## src/rtl/addr_calcu_pipe_pkg.sv

```systemverilog
// Shared defaults, channel index type and the base-relative offset helper
// for the pipelined address calculator.
package addr_calcu_pipe_pkg;

   localparam int DEF_W       = 8;
   localparam int DEF_NCH     = 4;
   localparam int DEF_BASE    = 1 << (DEF_W - 1);
   localparam int DEF_PTR_MAX = (1 << DEF_W) - 1;

   function automatic int ch_width(input int nch);
      return (nch > 1) ? $clog2(nch) : 1;
   endfunction

   localparam int DEF_CHW = ch_width(DEF_NCH);

   typedef logic [DEF_CHW-1:0] ch_idx_t;

   // (base - ptr) reduced modulo 2^w; callers keep the low w bits.
   function automatic logic [31:0] ptr_offset(input logic [31:0] base,
                                              input logic [31:0] ptr,
                                              input int unsigned w);
      logic [31:0] mask;
      mask = (w >= 32) ? '1 : ((32'd1 << w) - 32'd1);
      return (base - ptr) & mask;
   endfunction

endpackage

```

## src/rtl/addr_ptr_bank.sv

```systemverilog
// NCH x 2 pointer register file: one write port, one wrapping increment port
// (write has priority) and a combinational read of both banks of one channel.
module addr_ptr_bank
   import addr_calcu_pipe_pkg::*;
#(
   parameter int W                = DEF_W,
   parameter int NCH              = DEF_NCH,
   parameter logic [W-1:0] PTR_MAX = '1,
   localparam int CHW             = ch_width(NCH)
) (
   input  logic           clk,
   input  logic           rst_n,
   input  logic           we,
   input  logic [CHW-1:0] wch,
   input  logic           wbank,
   input  logic [W-1:0]   wdata,
   input  logic           inc_en,
   input  logic [CHW-1:0] inc_ch,
   input  logic           inc_bank,
   input  logic [CHW-1:0] rd_ch,
   output logic [W-1:0]   rd_a,
   output logic [W-1:0]   rd_b
);

   // Entry 2*ch+1 is bank A, entry 2*ch is bank B.
   logic [W-1:0] ptr_flat [NCH*2];

   generate
      for (genvar gi = 0; gi < NCH; gi++) begin : g_ch
         for (genvar gj = 0; gj < 2; gj++) begin : g_bank
            logic [W-1:0] ptr_reg;
            logic         wr_hit;
            logic         inc_hit;

            // Out-of-range channel numbers match no entry, so they are ignored.
            assign wr_hit  = we && (wch == CHW'(gi)) && (wbank == 1'(gj));
            assign inc_hit = inc_en && (inc_ch == CHW'(gi)) && (inc_bank == 1'(gj));

            always_ff @(posedge clk) begin
               if (!rst_n) begin
                  ptr_reg <= '0;
               end else if (wr_hit) begin
                  ptr_reg <= wdata;
               end else if (inc_hit) begin
                  ptr_reg <= (ptr_reg == PTR_MAX) ? '0 : ptr_reg + 1'b1;
               end
            end

            assign ptr_flat[gi*2+gj] = ptr_reg;
         end
      end
   endgenerate

   always_comb begin
      rd_a = '0;
      rd_b = '0;
      for (int i = 0; i < NCH; i++) begin
         if (rd_ch == CHW'(i)) begin
            rd_a = ptr_flat[2*i+1];
            rd_b = ptr_flat[2*i];
         end
      end
   end

endmodule

```

## src/rtl/addr_calcu_pipe.sv

```systemverilog
// Two-stage valid/ready pipeline computing count = address - (BASE - ptr) + b
// with a late bank select resolved only after the first register.
module addr_calcu_pipe
   import addr_calcu_pipe_pkg::*;
#(
   parameter int W                 = DEF_W,
   parameter int CW                = 2 * W,
   parameter int NCH               = DEF_NCH,
   parameter logic [W-1:0] BASE    = W'(1 << (W - 1)),
   parameter logic [W-1:0] PTR_MAX = '1,
   localparam int CHW              = ch_width(NCH)
) (
   input  logic           clk,
   input  logic           rst_n,
   input  logic           in_valid,
   output logic           in_ready,
   input  logic [W-1:0]   address,
   input  logic [W-1:0]   b,
   input  logic [CHW-1:0] ch_sel,
   input  logic           control,
   input  logic           auto_inc,
   input  logic           ptr_we,
   input  logic [CHW-1:0] ptr_wch,
   input  logic           ptr_wbank,
   input  logic [W-1:0]   ptr_wdata,
   output logic           out_valid,
   input  logic           out_ready,
   output logic [CW-1:0]  count,
   output logic [CHW-1:0] out_ch
);

   logic           s1_valid_reg;
   logic [W-1:0]   s1_addr_reg;
   logic [W-1:0]   s1_b_reg;
   logic [W-1:0]   s1_off_a_reg;
   logic [W-1:0]   s1_off_b_reg;
   logic [CHW-1:0] s1_ch_reg;
   logic           s1_ctrl_reg;

   logic           out_valid_reg;
   logic [CW-1:0]  count_reg;
   logic [CHW-1:0] out_ch_reg;

   logic           adv2;
   logic           accept;
   logic [W-1:0]   rd_a;
   logic [W-1:0]   rd_b;
   logic [31:0]    off_a_full;
   logic [31:0]    off_b_full;
   logic [W-1:0]   off_a;
   logic [W-1:0]   off_b;
   logic [W-1:0]   sel_off;
   logic [CW-1:0]  count_next;

   assign adv2     = !out_valid_reg || out_ready;
   assign in_ready = !s1_valid_reg || adv2;
   assign accept   = in_valid && in_ready;

   // The increment bank follows control; only state, never the datapath, uses it early.
   addr_ptr_bank #(
      .W       (W),
      .NCH     (NCH),
      .PTR_MAX (PTR_MAX)
   ) u_ptr_bank (
      .clk      (clk),
      .rst_n    (rst_n),
      .we       (ptr_we),
      .wch      (ptr_wch),
      .wbank    (ptr_wbank),
      .wdata    (ptr_wdata),
      .inc_en   (accept && auto_inc),
      .inc_ch   (ch_sel),
      .inc_bank (control),
      .rd_ch    (ch_sel),
      .rd_a     (rd_a),
      .rd_b     (rd_b)
   );

   assign off_a_full = ptr_offset(32'(BASE), 32'(rd_a), W);
   assign off_b_full = ptr_offset(32'(BASE), 32'(rd_b), W);
   assign off_a      = off_a_full[W-1:0];
   assign off_b      = off_b_full[W-1:0];

   generate
      if (W < 32) begin : g_off_hi
         logic unused_off_hi;
         assign unused_off_hi = ^{off_a_full[31:W], off_b_full[31:W]};
      end
   endgenerate

   always_ff @(posedge clk) begin
      if (!rst_n) begin
         s1_valid_reg <= 1'b0;
         s1_addr_reg  <= '0;
         s1_b_reg     <= '0;
         s1_off_a_reg <= '0;
         s1_off_b_reg <= '0;
         s1_ch_reg    <= '0;
         s1_ctrl_reg  <= 1'b0;
      end else if (in_ready) begin
         s1_valid_reg <= in_valid;
         if (in_valid) begin
            s1_addr_reg  <= address;
            s1_b_reg     <= b;
            s1_off_a_reg <= off_a;
            s1_off_b_reg <= off_b;
            s1_ch_reg    <= ch_sel;
            s1_ctrl_reg  <= control;
         end
      end
   end

   always_comb begin
      sel_off    = s1_ctrl_reg ? s1_off_a_reg : s1_off_b_reg;
      count_next = {{(CW-W){1'b0}}, s1_addr_reg}
                 - {{(CW-W){1'b0}}, sel_off}
                 + {{(CW-W){1'b0}}, s1_b_reg};
   end

   always_ff @(posedge clk) begin
      if (!rst_n) begin
         out_valid_reg <= 1'b0;
         count_reg     <= '0;
         out_ch_reg    <= '0;
      end else if (adv2) begin
         out_valid_reg <= s1_valid_reg;
         if (s1_valid_reg) begin
            count_reg  <= count_next;
            out_ch_reg <= s1_ch_reg;
         end
      end
   end

   assign out_valid = out_valid_reg;
   assign count     = count_reg;
   assign out_ch    = out_ch_reg;

endmodule

```

## config.mk

```make
export PLATFORM = sky130hd
export DESIGN_NAME = addr_calcu_pipe
export DESIGN_NICKNAME = d
export VERILOG_FILES = /design/src/rtl/addr_calcu_pipe_pkg.sv /design/src/rtl/addr_ptr_bank.sv /design/src/rtl/addr_calcu_pipe.sv
export SDC_FILE = /design/constraint.sdc
export NUM_CORES = 1
export LEC_CHECK = 0
export ABC_CLOCK_PERIOD_IN_PS = 7550
export CAP_MARGIN = 30
export CORE_MARGIN = 4
export CORE_UTILIZATION = 44
export DETAILED_ROUTE_END_ITERATION = 10
export GPL_TIMING_DRIVEN = 0
export HOLD_SLACK_MARGIN = 0.08
export PLACE_DENSITY = 0.72
export RECOVER_POWER = 50
export SYNTH_ARGS = -nofsm -noshare
export SYNTH_HDL_FRONTEND = slang
export SYNTH_SLANG_ARGS = --single-unit
```

## constraint.sdc

```tcl
create_clock -name clk -period 7.55 [get_ports clk]
set_input_delay 1.51 -clock clk [delete_from_list [all_inputs] [get_ports clk]]
set_output_delay 1.51 -clock clk [all_outputs]
set_load 0.03 [all_outputs]
```

==> impl_metrics.tcl, run 1 <==
set metrics [dict create \
    largest_reg_flops 64 \
    crit_family "buffers and inverters" \
    slowest_stage "clkdlybuf4s50_1" \
    ys_ff_latch 113 \
    postSynth.asyncResetShare_pct 0 \
    initial_utilization_pct 44.8 \
    core_area_um2 15100 \
    worstMarginPinSlew_ns 0.777 \
    setup_violations 0 \
    synth_area_um2 6790 \
    skew_ns 0.00851 \
    hold_start "count[1]" \
    rsz0062_at_grt "no" \
    hpwlAfterDp_mm 14.9 \
    overflow 0 \
    clkPwrFrac_pct 48.6 \
    synth_nets 900 \
    die-width_um 132 \
    tns_ns 0 \
    yosysWarnings 0 \
    arrival_ns 3.05 \
    drive_above_1_share_pct 6.99 \
    track_usage_pct 23.9 \
    synth_area_leaders "dfxtp_1 (33%), nand2_1 (6.1%), o21ai_0 (6.0%)" \
    cellLeakagePower_nw 3.00 \
    synth_edf_count 0 \
    p_comb_share_pct 17.0 \
    cts_hold_buf 0 \
    p_sw_uw 505 \
    rows 45 \
    place_congestion 0.957 \
    status "finished clean" \
    power_density_nw_per_um2 233 \
    cts_buffers 17 \
    holdPathEnd "count[1]" \
    setup.worst_path.class "in2out" \
    rrSetupSlack_ns 3.96 \
    post-cts-setup-buffers 0 \
    finalCritPeriodShare_pct 60.5 \
    grt_pass1_wl_mm 33.6 \
    power.share.sequential_pct 34.5 \
    yosysTopAreaCell "dfxtp_1" \
    netlist.area_leader.share_pct 33.3 \
    critical_path_required_ns 6.04 \
    cts_repair_resize_count 0 \
    finalHoldViolCount 0 \
    final-instance-count-excl-fill 1104 \
    dpl.cell_count 1073 \
    swShare_pct 26.4 \
    synthFlopType "dfxtp_1" \
    tritoncts "done" \
    crit_fanout 8 \
    irDropWorstVdd_mv 0.211 \
    max_stage_delay_ns 0.74 \
    r2r_start "s1_ctrl_reg" \
    h-tree-depth 4 \
    fp.dieH_um 132 \
    wl_per_cell_um 19.0 \
    grt_max_degree 17 \
    reg2reg_to "count[8]" \
    drtAntennaViolNets 0 \
    finalMaxSlewViolations 0 \
    fmax_mhz 219 \
    clk-insertion-delay-late_ns 0.42 \
    filler_cell_count 1417 \
    worstSetupStartpointType "primary input" \
    root_buffer "clkbuf_16" \
    synth_seq_area_share_pct 33.3 \
    viasPerCell 6.09 \
    antenna_found_initial 0 \
    ioPinCount 56 \
    die_area_um2 17500 \
    p_int_mw 1.41 \
    synth.distinct_cells 55 \
    vias 6726 \
    drc_errors 0 \
    timing.hold.ws_ns 0.447 \
    syn_area_per_cell_um2 8.14 \
    clock_sinks 113 \
    synthCells 834 \
    port_buffers 51 \
    drtPass1Iterations 5 \
    fin_util_pct 54.2 \
    cts_max_path_buffers 2 \
    power.total_mw 1.91 \
    diodes 0 \
    clk_pin_slew_ns 0.05 \
    path_buf_inv 2 \
    synthToLayoutAreaGrowth_pct 20.9 \
    drv_cap 0 \
    worstSetupEndpointType "output pin" \
    r2r_cells 14 \
    wl_mm 21.0 \
    drt-initial-drc-count 712 \
    slew_headroom_pct 48.2 \
    path_cells "dlygate4sd3_1, nand3b_1, clkdlybuf4s50_1" \
    hold_path_depth 2 \
    hold_class "reg2reg" \
    finalCriticalPeriod_ns 4.56 \
    grt_pass1_vias 6281 \
    finalNetCount 970 \
]
-- power groups by stage --
stage / clock (mW) / combinational (mW) / sequential, mW
after global placement: 0 / 0.321 / 0.670
after floorplan: 0 / 0.210 / 0.673
after global routing: 0.963 / 0.355 / 0.663
after CTS: 0.933 / 0.326 / 0.658
after detailed placement: 0 / 0.323 / 0.671
final: 0.929 / 0.324 / 0.659
-- worst min-delay path: stages (launching register included) --
cell and delay [ns]:
dfxtp_1 0.30, nand2_1 0.05, a21oi_1 0.05
-- Yosys cell counts (3+ instances only) --
cell      number
a21o_1         4
nor2b_1        8
dfxtp_1      113
o21ai_0       82
and2_1         6
nand3b_1       7
mux4_2        13
xnor2_1       23
and3_1        10
or2_2          3
nor4_1         9
mux4_1         3
nand4_1       13
a211oi_1      16
xor2_1        20
a21oi_1       79
clkbuf_1      35
mux2i_1       18
a31oi_1       30
or4_1         10
inv_1         16
nand4b_1       4
or3_1         14
nand2b_1       3
buf_4          8
and4_1         4
ha_1          28
o31ai_1        3
nor3_1        15
nand3_1       50
nand2_1      110
nor2_1        44
-- worst max-delay path by stage --
stage / startpoint / endpoint / slack (ns) / cells after the start
5_1_grt: out_ready / in_ready / 2.90 / 3
4_1_cts: out_ready / in_ready / 3.04 / 3
3_3_place_gp: out_ready / in_ready / 3.05 / 3
6_report: out_ready / in_ready / 2.99 / 3
3_5_place_dp: out_ready / in_ready / 3.05 / 3
2_1_floorplan: out_ready / u_ptr_bank.g_ch[2].g_bank[1].ptr_reg[3] / 4.11 / 6
-- metrics by stage --
step / worst slack (ns) / instance area, um2
finish: 2.99 / 8210
detailed placement: 3.05 / 7540
global route: 2.90 / 8210
global placement: 3.05 / 7540
CTS: 3.04 / 8210
floorplan: 4.11 / 6790
-- cell usage in the layout (no fill, tap or decap), types with 4 or more instances in the layout --
cell type	netlist	routed
dfxtp_1	113	113
and2_1	6	6
buf_4	8	8
nand3_1	50	50
nand4b_1	4	4
ha_1	28	28
bufinv_16	0	6
a31oi_1	30	30
nor4_1	9	9
a21o_1	4	4
nor2b_1	8	8
mux4_2	13	13
o21ai_0	82	82
and4_1	4	4
nand4_1	13	13
inv_1	16	17
clkdlybuf4s50_1	0	35
nand2_1	110	110
mux2i_1	18	18
or4_1	10	10
or3_1	14	14
xnor2_1	23	23
a21oi_1	79	79
clkbuf_16	0	17
dlygate4sd3_1	0	16
a211oi_1	16	16
xor2_1	20	20
nand3b_1	7	7
clkbuf_1	35	36
and3_1	10	10
nor2_1	44	44
nor3_1	15	15
-- cell type report --
class | instances | area, um2 | area share (%)
Buffer | 49 | 231 | 2.82
Clock buffer | 21 | 470 | 5.73
Clock inverter | 10 | 205 | 2.50
Inverter | 17 | 63.8 | 0.777
Multi-Input combinational cell | 655 | 4230 | 51.6
Sequential cell | 113 | 2260 | 27.5
Tap cell | 188 | 235 | 2.86
Timing Repair Buffer | 51 | 510 | 6.22
-- per-layer routing --
layer | GRT usage, % | part of all wire, % | vias up
met4 | 7.62 | 2.7 | 0
met2 | 38.5 | 46 | 307
met5 | 0 | 0 | -
met1 | 31.8 | 43 | 3172
li1 | - | - | 3201
met3 | 5.57 | 8.0 | 46
-- cell families (layout without fill, tap and decap cells) --
logic type	count (synthesis)	count (layout)	synth area share, %
adder cells (fa/ha/maj)	30	30	5.75
multiplexers	35	35	8.29
XOR/XNOR	43	43	5.55
flip-flops	113	113	33.3
AND/OR/NAND/NOR	320	320	24.0
buffers and inverters	66	148	4.35
AO/OA/AOI/OAI	227	227	18.8
Power figures use the tool's default switching activity.
==> run 2: changes to the inputs <==
--- a/config.mk
+++ b/config.mk
@@ -5,7 +5,7 @@
 export SDC_FILE = /design/constraint.sdc
 export NUM_CORES = 1
 export LEC_CHECK = 0
-export ABC_CLOCK_PERIOD_IN_PS = 7550
+export ABC_CLOCK_PERIOD_IN_PS = 4650
 export CAP_MARGIN = 30
 export CORE_MARGIN = 4
 export CORE_UTILIZATION = 44
==> constraint.sdc (replaced) <==
create_clock -name clk -period 4.65 [get_ports clk]
set_input_delay 0.93 -clock clk [delete_from_list [all_inputs] [get_ports clk]]
set_output_delay 0.93 -clock clk [all_outputs]
set_load 0.03 [all_outputs]
==> run 2 against run 1 <==
  * Clock power increased by 63%
  * Sequential share of layout area is the same
  * Worst hold slack about the same
  * Largest cell class unchanged
  * Clock skew hardly changed
==> impl_metrics.tcl, run 2 (synthesis results as in run 1) <==
set metrics [dict create \
    core_area_um2 15100 \
    mostFrequentLayoutCells "dfxtp_1 (113), nand2_1 (110), o21ai_0 (82)" \
    critical_path_required_ns 4.96 \
    clk-insertion-delay-late_ns 0.42 \
    viasPerCell 6.03 \
    place_congestion 0.957 \
    finalCritPeriodShare_pct 77.3 \
    finalHoldViolCount 0 \
    clock_sinks 113 \
    grt_pass1_wl_mm 33.6 \
    finalMaxSlewViolations 0 \
    drtPass1Iterations 5 \
    finalCriticalPeriod_ns 3.59 \
    setup_violations 0 \
    fp.dieH_um 132 \
    tritoncts "done" \
    final_common_cell "dfxtp_1" \
    cts_buffers 17 \
    tns_ns 0 \
    skew_ns 0.00817 \
    setup.worst_path.class "reg2reg" \
    swShare_pct 26.4 \
    grt_pass1_vias 6281 \
    drv_cap 0 \
    filler_cell_count 1417 \
    post-cts-setup-buffers 0 \
    vias 6652 \
    power.share.sequential_pct 34.5 \
    initial_utilization_pct 44.8 \
    clk_pin_slew_ns 0.06 \
    hold_class "reg2reg" \
    rsz0062_at_grt "no" \
    antenna_found_initial 0 \
    ioPinCount 56 \
    p_comb_share_pct 17.0 \
    rows 45 \
    wl_mm 20.9 \
    root_buffer "clkbuf_16" \
    status "finished clean" \
    fin_ws_ns 1.06 \
    regArea_um2 2260 \
    drive_above_1_share_pct 7.10 \
    arrival_ns 3.90 \
    wl_per_cell_um 19.0 \
    worstSetupEndpointType "flip-flop" \
    slew_headroom_pct 49.0 \
    cts_repair_resize_count 0 \
    clkPwrFrac_pct 48.6 \
    drt-initial-drc-count 688 \
    drc_errors 0 \
    p_int_mw 2.29 \
    grt_max_degree 17 \
    port_buffers 51 \
    cts_max_path_buffers 2 \
    power_density_nw_per_um2 378 \
    multi_input_area_um2 4230 \
    synthToLayoutAreaGrowth_pct 20.9 \
    die_area_um2 17500 \
    hpwlAfterDp_mm 14.9 \
    p_sw_uw 820 \
    crit_fanout 9 \
    cts_hold_buf 0 \
    worstMarginPinSlew_ns 0.765 \
    largest_reg_flops 64 \
    drtAntennaViolNets 0 \
    track_usage_pct 23.9 \
    finalNetCount 970 \
    cellLeakagePower_nw 3.00 \
    worstSetupStartpointType "flip-flop" \
    dp_slack_ns 1.08 \
    diodes 0 \
    die-width_um 132 \
    irDropWorstVdd_mv 0.343 \
    fmax_mhz 278 \
    overflow 0 \
    h-tree-depth 4 \
]
run 2: changes by cell type in the layout (fill, tap and decap cells not counted):
cell / before / now
clkdlybuf4s50_1: 35 / 34
dlygate4sd3_1: 16 / 17
mux2_1: 1 / 0
mux2_2: 0 / 1
run 2: power by group through the flow:
stage                     registers [mW]  clock network, mW  logic, mW
after floorplan                     1.09                  0      0.342
after global placement              1.09                  0      0.520
after detailed placement            1.09                  0      0.525
after CTS                           1.07               1.51      0.529
after global routing                1.08               1.56      0.576
final                               1.07               1.51      0.527
run 2: critical path: stages (launching register included):
cell and delay, ns:
dfxtp_1 0.30, clkbuf_1 0.45, mux2_2 0.42, ha_1 0.22, fa_1 0.40, nand3b_1 0.19, a21oi_1 0.18, nor2_1 0.09
xnor2_1 0.15, ha_1 0.20, nor3_1 0.26, o21ai_0 0.17, a31oi_1 0.23, xnor2_1 0.14, o21ai_0 0.10
run 2: layout make-up:
| class | count | share of cell area [%] |
|---|---|---|
| repair buffers | 51 | 6.22 |
| flip-flops and latches | 113 | 27.5 |
| multi-input cells | 655 | 51.6 |
| inverters | 17 | 0.777 |
| clock buffers | 21 | 5.73 |
| clock inverters | 10 | 2.50 |
| plain buffers | 49 | 2.82 |
| well taps | 188 | 2.86 |
run 2: per-layer routing:
layer	global-route usage [%]	routed length (um)	vias to the layer above
li1	-	-	3199
met1	31.8	9040	3099
met2	38.5	9680	313
met3	5.57	1740	41
met5	0	0	-
met4	7.62	466	0
run 2: path summary, 6_finish.rpt:
| path | cells after the start | slack, ns | start | endpoint |
|---|---|---|---|---|
| worst max-delay path | 14 | 1.06 | s1_ctrl_reg | count[8] |
| worst min-delay path | 2 | 0.45 | count[1] | count[1] |
| worst max register to register | 14 | 1.06 | s1_ctrl_reg | count[8] |
| worst min register to register | 2 | 0.45 | count[1] | count[1] |
run 2: metrics by stage:
step | area [um2] | utilization [%] | power, mW | cells | hold slack (ns)
2_1_floorplan | 6790 | - | 1.43 | 834 | 0.431
3_3_place_gp | 7540 | 49.8 | 1.61 | 1073 | 0.442
3_5_place_dp | 7540 | 49.8 | 1.61 | 1073 | 0.447
4_1_cts | 8210 | 54.2 | 3.11 | 1104 | 0.454
5_1_grt | 8210 | 54.2 | 3.22 | 1104 | 0.473
6_report | 8210 | 54.2 | 3.11 | 1104 | 0.447
==> run 3: changes to the inputs <==
--- a/config.mk
+++ b/config.mk
@@ -5,14 +5,14 @@
 export SDC_FILE = /design/constraint.sdc
 export NUM_CORES = 1
 export LEC_CHECK = 0
-export ABC_CLOCK_PERIOD_IN_PS = 4650
+export ABC_CLOCK_PERIOD_IN_PS = 3000
 export CAP_MARGIN = 30
 export CORE_MARGIN = 4
 export CORE_UTILIZATION = 44
 export DETAILED_ROUTE_END_ITERATION = 10
 export GPL_TIMING_DRIVEN = 0
 export HOLD_SLACK_MARGIN = 0.08
-export PLACE_DENSITY = 0.72
+export PLACE_DENSITY = 0.75
 export RECOVER_POWER = 50
 export SYNTH_ARGS = -nofsm -noshare
 export SYNTH_HDL_FRONTEND = slang
==> constraint.sdc (replaced) <==
create_clock -name clk -period 3 [get_ports clk]
set_input_delay 0.6 -clock clk [delete_from_list [all_inputs] [get_ports clk]]
set_output_delay 0.6 -clock clk [all_outputs]
set_load 0.03 [all_outputs]
==> run 3 against run 2 <==
  * Utilization grew 0.54 points
  * Maximum frequency increased by 21%
  * Worst hold slack better by 0.0018 ns
  * Sequential power grew 55%
  * Setup slack worse by 1.0 ns
  * Sequential share of layout area is 0.22 points lower
  * Non-clock buffer count is 9 higher
  * Sequential cell count unchanged
  * Design area up 0.99%
  * Final cell count rose by 0.82%
  * Via count grew 3.0%
  * Power increased by 49%
  * Largest cell class unchanged
==> impl_metrics.tcl, run 3 (synthesis results as in run 1) <==
set metrics [dict create \
    rows 45 \
    drtAntennaViolNets 0 \
    place_congestion 0.961 \
    tns_ns 0 \
    viasPerCell 6.16 \
    vias 6854 \
    drive_above_1_share_pct 9.41 \
    mostFrequentLayoutCells "dfxtp_1 (112), nand2_1 (110), o21ai_0 (77)" \
    drc_errors 0 \
    arrival_ns 3.31 \
    cpMostUsedCell "nand4_1" \
    path_cells "mux2_4, ha_4, fa_2, nand3b_1, nand2_1, xor2_1, ha_1, nand4_1, buf_4, nand3_2, nand4_1, and3_1" \
    top_layer_used "met4" \
    grt_max_degree 17 \
    slew_headroom_pct 44.1 \
    grt_pass1_vias 6452 \
    wl_met1_mm 8.75 \
    ioPinCount 56 \
    drtPass1Iterations 6 \
    wl_per_cell_um 19.6 \
    setup_violations 0 \
    clk_pin_slew_ns 0.05 \
    finalMaxSlewViolations 0 \
    finalHoldViolCount 0 \
    setup.worst_path.class "reg2reg" \
    initial_utilization_pct 44.8 \
    track_usage_pct 24.1 \
    core_area_um2 15100 \
    placed_area_um2 7540 \
    critical_path_required_ns 3.33 \
    fp.dieH_um 132 \
    wl_mm 21.8 \
    filler_cell_count 1413 \
    drt-initial-drc-count 720 \
    irDropWorstVdd_mv 0.506 \
    clk-insertion-delay-late_ns 0.43 \
    wl_met2_mm 10.1 \
    hpwlAfterDp_mm 14.8 \
    grt_pass1_wl_mm 33.7 \
    antenna_found_initial 0 \
    synthToLayoutAreaGrowth_pct 22.1 \
    crit_fanout 4 \
    finalCritPeriodShare_pct 99.4 \
    worstMarginPinSlew_ns 0.838 \
    cts_max_path_buffers 2 \
    finalNetCount 979 \
    wl_met3_mm 2.06 \
    cellLeakagePower_nw 3.02 \
    max_stage_delay_ns 0.38 \
    root_buffer "clkbuf_16" \
    h-tree-depth 4 \
    finalInstanceArea_um2 8290 \
    die-width_um 132 \
    timing.hold.ws_ns 0.448 \
    finalCriticalPeriod_ns 2.98 \
    overflow 0 \
    dp_slack_ns -0.298 \
    die_area_um2 17500 \
    skew_ns 0.00760 \
    worstSetupEndpointType "flip-flop" \
    largest_reg_flops 64 \
    power_density_nw_per_um2 557 \
    final_common_cell "dfxtp_1" \
    diodes 0 \
    fmax_mhz 335 \
    slowest_stage "dfxtp_4" \
    status "finished clean" \
    port_buffers 51 \
    hold_class "reg2reg" \
    clock_sinks 113 \
    worstSetupStartpointType "flip-flop" \
    tritoncts "done" \
    drv_cap 0 \
    fin_ws_ns 0.0190 \
    cts_buffers 17 \
]
run 3: power by group:
| group | leakage [nW] | internal [mW] | switching, mW | total (mW) |
|---|---|---|---|---|
| Clock | 0.274 | 1.28 | 0.719 | 2.00 |
| Sequential | 0.923 | 1.58 | 0.0789 | 1.66 |
| Combinational | 1.82 | 0.424 | 0.537 | 0.961 |
run 3: final timing paths:
path | from | slack, ns | end | depth (start not counted)
worst max register to register | s1_ctrl_reg | 0.02 | count[14] | 12
worst max-delay path | s1_ctrl_reg | 0.02 | count[14] | 12
worst min register to register | count[3] | 0.45 | count[3] | 2
worst min-delay path | count[3] | 0.45 | count[3] | 2
run 3: stage by stage:
stage	util (%)	cells	power (mW)
after CTS	54.1	1111	4.53
after global placement	49.8	1073	2.49
final	54.8	1113	4.62
after global routing	54.8	1113	4.77
after floorplan	-	834	2.22
after detailed placement	49.8	1073	2.51
run 3: cell type report:
cell class                      count  area (um2)  share of cell area [%]
Multi-Input combinational cell    655        4350                    52.5
Clock inverter                      5        77.6                   0.935
Tap cell                          188         235                    2.84
Sequential cell                   113        2270                    27.3
Buffer                             48         226                    2.73
Inverter                           17        63.8                   0.769
Timing Repair Buffer               61         586                    7.06
Clock buffer                       26         489                    5.90
run 3: repair_timing:
action	CTS	global route
endpoints found under the setup margin	4	5
hold buffers	0	0
setup buffers	7	3
gates resized for setup	12	22
pin swaps	8	21
run 3: per-layer routing:
| metal | global-route usage, % | vias to the layer above |
|---|---|---|
| li1 | - | 3209 |
| met1 | 30.6 | 3197 |
| met2 | 38.3 | 367 |
| met3 | 6.34 | 81 |
| met4 | 11.9 | 0 |
| met5 | 0 | - |
run 3: worst max-delay path, delay by kind of cell, from the launching register on:
kind,cells,cell delay [ns]
xor+xnor,1,0.08
fa+ha+maj,3,0.89
buf+inv,1,0.23
flops,1,0.38
mux,1,0.33
simple gates,6,0.96
